### config.mk
export PLATFORM = sky130hd
export DESIGN_NAME = viterbi_bit_fifo
export DESIGN_NICKNAME = d
export VERILOG_FILES = /design/src/rtl/viterbi_bit_fifo.sv
export SDC_FILE = /design/constraint.sdc
export NUM_CORES = 1
export LEC_CHECK = 0
export CAP_MARGIN = 25
export CORE_MARGIN = 1.5
export CORE_UTILIZATION = 30
export DETAILED_ROUTE_END_ITERATION = 10
export GPL_ROUTABILITY_DRIVEN = 0
export HOLD_SLACK_MARGIN = 0.02
export SYNTH_ARGS = -nofsm -noshare
export SYNTH_HDL_FRONTEND = slang
export SYNTH_SLANG_ARGS = --single-unit
### constraint.sdc
create_clock -name clk -period 3.75 [get_ports clk]
set_input_delay 0.75 -clock clk [delete_from_list [all_inputs] [get_ports clk]]
set_output_delay 0.75 -clock clk [all_outputs]
set_load 0.005 [all_outputs]
### src/rtl/viterbi_bit_fifo.sv
// viterbi_bit_fifo
//   Single-bit FIFO holding the reference (source) bits until the decoder
//   produces the matching output bit.
//   Ports:
//     clk, rst   clock, asynchronous active-low reset (pointers only)
//     flush      empty the FIFO next cycle; push/pop ignored this cycle
//     push, din  write din at the tail
//     pop        advance the head
//     dout       current head bit (valid while !empty)
//     full/empty occupancy flags
//   The caller qualifies push/pop: it never pushes into a full FIFO without
//   a simultaneous pop, and never pops an empty FIFO.
module viterbi_bit_fifo #(
   parameter int DEPTH = 64
) (
   input  logic clk,
   input  logic rst,
   input  logic flush,
   input  logic push,
   input  logic pop,
   input  logic din,
   output logic dout,
   output logic full,
   output logic empty
);

   localparam int AW = $clog2(DEPTH);

   // One extra pointer bit distinguishes full from empty when the
   // address bits are equal.
   logic [AW:0] wr_ptr_reg;
   logic [AW:0] rd_ptr_reg;
   logic        mem [DEPTH];

   always_ff @(posedge clk or negedge rst) begin
      if (!rst) begin
         wr_ptr_reg <= '0;
         rd_ptr_reg <= '0;
      end else if (flush) begin
         wr_ptr_reg <= '0;
         rd_ptr_reg <= '0;
      end else begin
         if (push) wr_ptr_reg <= wr_ptr_reg + 1'b1;
         if (pop)  rd_ptr_reg <= rd_ptr_reg + 1'b1;
      end
   end

   always_ff @(posedge clk) begin
      if (push && !flush) mem[wr_ptr_reg[AW-1:0]] <= din;
   end

   // Head is read combinationally so the compare happens in the pop cycle.
   assign dout  = mem[rd_ptr_reg[AW-1:0]];
   assign empty = (wr_ptr_reg == rd_ptr_reg);
   assign full  = (wr_ptr_reg[AW] != rd_ptr_reg[AW]) &&
                  (wr_ptr_reg[AW-1:0] == rd_ptr_reg[AW-1:0]);

endmodule

==> reports/metrics.csv <==
metric;value;unit
run status;completed;
Clock Sinks;78;
syn nets;299;
FF-to-FF path depth;3;
total grt overflow;0;
Max-cap violations;0;
clk_skew;0.00493;ns
area taken by multi-input logic gates;0.00130;mm2
area grow syn2layout;13.3;%
Critical Path Source;rd_ptr_reg[0];
RR Startpoint;wr_ptr_reg[2];
row cnt;40;
flop2flop setup slack;1.88;ns
largest net degree at the start of global routing;65;
CP Buf/Inv Count;2;
Die Ht;114;um
total number of H-tree levels;3;
clock share of power;45.3;%
Worst EP required;3.00;ns
Cell Area, Placed;0.00387;mm2
Worst-Skew Late Latency;0.33;ns
final setup TNS;0;ns
Post-Syn Area;0.00368;mm2
fin area;0.00417;mm2
critical path launch point type;flip-flop;
post-DP HPWL;4790;um
max-slew violations;0;
synth warn;0;
FF/Latch Area;0.00227;mm2
most common cell after layout, fill and taps aside;nor2_1;
CP Capture Point;dout;
CTS max path bufs;2;
RSZ-0062 raised after global routing;no;
antenna viol nets, final;0;
Worst path top cell family by delay;multiplexers;
Global Route Usage Sum;12.7;%
sequential share of the synthesized area;61.7;%
Die Area;0.0129;mm2
layout cells sized above 1;11.7;%
Switching Share;20.1;%
type of the worst setup path;reg2out;
Slew headroom;34.6;%
worst endpoint data arrival time;2.61;ns
Worst Tran Pin Value;0.981;ns
fill count;1179;
Finish-stage setup viols;0;
Vias/cell;4.98;
number of cells on the critical path;7;
Pre-antenna DRT Iters;6;
antenna violations before repair;0;
cts bufs inserted;9;
total power;1.98;mW
PostCTS Resize Cnt;0;
post-route minimum period;3.36;ns
Die W;114;um
wire per inst;16.8;um
Pint;1.58;mW
max incr delay on CP;0.58;ns
critical-path cell list;buf_4 -> mux4_1 -> mux2i_1 -> o22ai_1 -> o21ai_0 -> o21ai_1 -> clkdlybuf4s50_1;
Yosys cell types;35;
max frequency;298;MHz
CP max-delay cell;mux4_1;
vias in the first global route;2234;
pre-CTS setup slack;0.712;ns
PwrDens;474;mW/mm2
combinational share of power;6.2;%
Placeable Area;0.0120;mm2
synthesized flop and latch total;78;
Max FO, Critical Path;14;
Leakage;1.35;nW
nets@finish;303;
Initial Util;30.7;%
Synth Area per Inst;12.7;um2
Hold Crit Class;reg2reg;
clock-pin slew on the worst setup and hold paths;0.06;ns
Peak VDD IR;0.235;mV
clk root buf;clkbuf_16;
CTS Hold Bufs;0;
crit end category;primary output;
Setup Fix Bufs, Post-CTS;0;
Iter 0 DRT Violations;178;
drc violations;0;
reg2reg end;mem[29];
sequential power share;48.5;%
net load switching power;398;uW
WL final;7500;um
Setup WS post-layout;0.391;ns
first-pass GRT wire length;12100;um
max reg flops;64;
most frequent cells in the layout;79 x nor2_1, 64 x edfxtp_1, 14 x dfrtp_1;
PortBufs;8;
via count;2226;
Syn Inst Count;291;
Top-Level Pins;9;
CTS tree;built;
period utilisation layout;89.6;%
Final Hold Viols;0;
ANT cells;0;
==> worst min path at each step <==
stage / from / endpoint / slack (ns) / depth (start not counted)
finish: rd_ptr_reg[6] / rd_ptr_reg[6] / 0.57 / 2
global route: wr_ptr_reg[6] / wr_ptr_reg[6] / 0.63 / 2
CTS: rd_ptr_reg[6] / rd_ptr_reg[6] / 0.57 / 2
detailed placement: rd_ptr_reg[6] / rd_ptr_reg[6] / 0.56 / 2
global placement: rd_ptr_reg[6] / rd_ptr_reg[6] / 0.54 / 2
floorplan: rst / rd_ptr_reg[0] / 0.45 / 0
==> cell usage after synthesis, drive strengths merged <==
master	number	area [um2]
a21oi	3	15.0
and3	1	6.26
buf	9	71.3
clkbuf	11	41.3
dfrtp	14	350
edfxtp	64	1920
ha	2	25.0
mux2	8	90.1
mux2i	6	60.1
mux4	12	293
nand2	13	48.8
nand2b	3	18.8
nand3	9	45.0
nand3b	1	7.51
nand4	6	37.5
nor2	79	297
nor2b	6	37.5
nor3	4	20.0
nor3b	1	7.51
nor4	2	12.5
o21ai	7	35.0
o221ai	1	8.76
o22ai	5	31.3
o41ai	1	16.3
or2	2	12.5
or2b	1	7.51
or3	4	25.0
xnor2	5	43.8
xor2	11	96.3
==> power by group through the flow <==
stage	registers (mW)	clock network [mW]	logic, mW
after floorplan	0.966	0	0.0912
after global placement	0.976	0	0.121
after detailed placement	0.977	0	0.124
after CTS	0.959	0.913	0.125
after global routing	0.960	0.939	0.135
final	0.959	0.896	0.123
==> stage by stage <==
stage	util [%]	hold WS (ns)	std cells
floorplan	-	0.454	291
CTS	34.7	0.571	447
global placement	32.2	0.544	431
finish	34.7	0.570	447
detailed placement	32.2	0.557	431
global route	34.7	0.634	447
==> logic make-up (layout without fill, tap and decap cells) <==
group	Yosys count	after routing	share of synthesized area [%]
compound gates	17	17	2.89
buf+inv	20	29	3.06
xor+xnor	16	16	3.81
simple gates	132	132	15.8
fa+ha+maj	2	2	0.679
flops	78	78	61.7
mux	26	26	12.0
==> tightest hold or removal path, cell delays in order (launching register included) <==
cell and delay, ns:
dfrtp_1 0.38, xor2_1 0.08, nor2_1 0.07
==> routing by layer <==
metal  vias up  part of all wire (%)  routed length, um  GRT usage [%]
met4         0                   2.2                167           5.83
met2        54                    48               3610           20.2
li1       1058                     -                  -              -
met3        11                   4.7                352           3.51
met5         -                     0                  0              0
met1      1103                    45               3370           16.1
==> layout make-up <==
class / count / share of cell area [%]
clock buffers: 11 / 5.58
clock inverters: 5 / 1.77
multi-input cells: 193 / 31.1
flip-flops and latches: 78 / 54.5
well taps: 147 / 4.41
repair buffers: 13 / 2.70
Note: power is estimated with default switching activity, not from simulation.
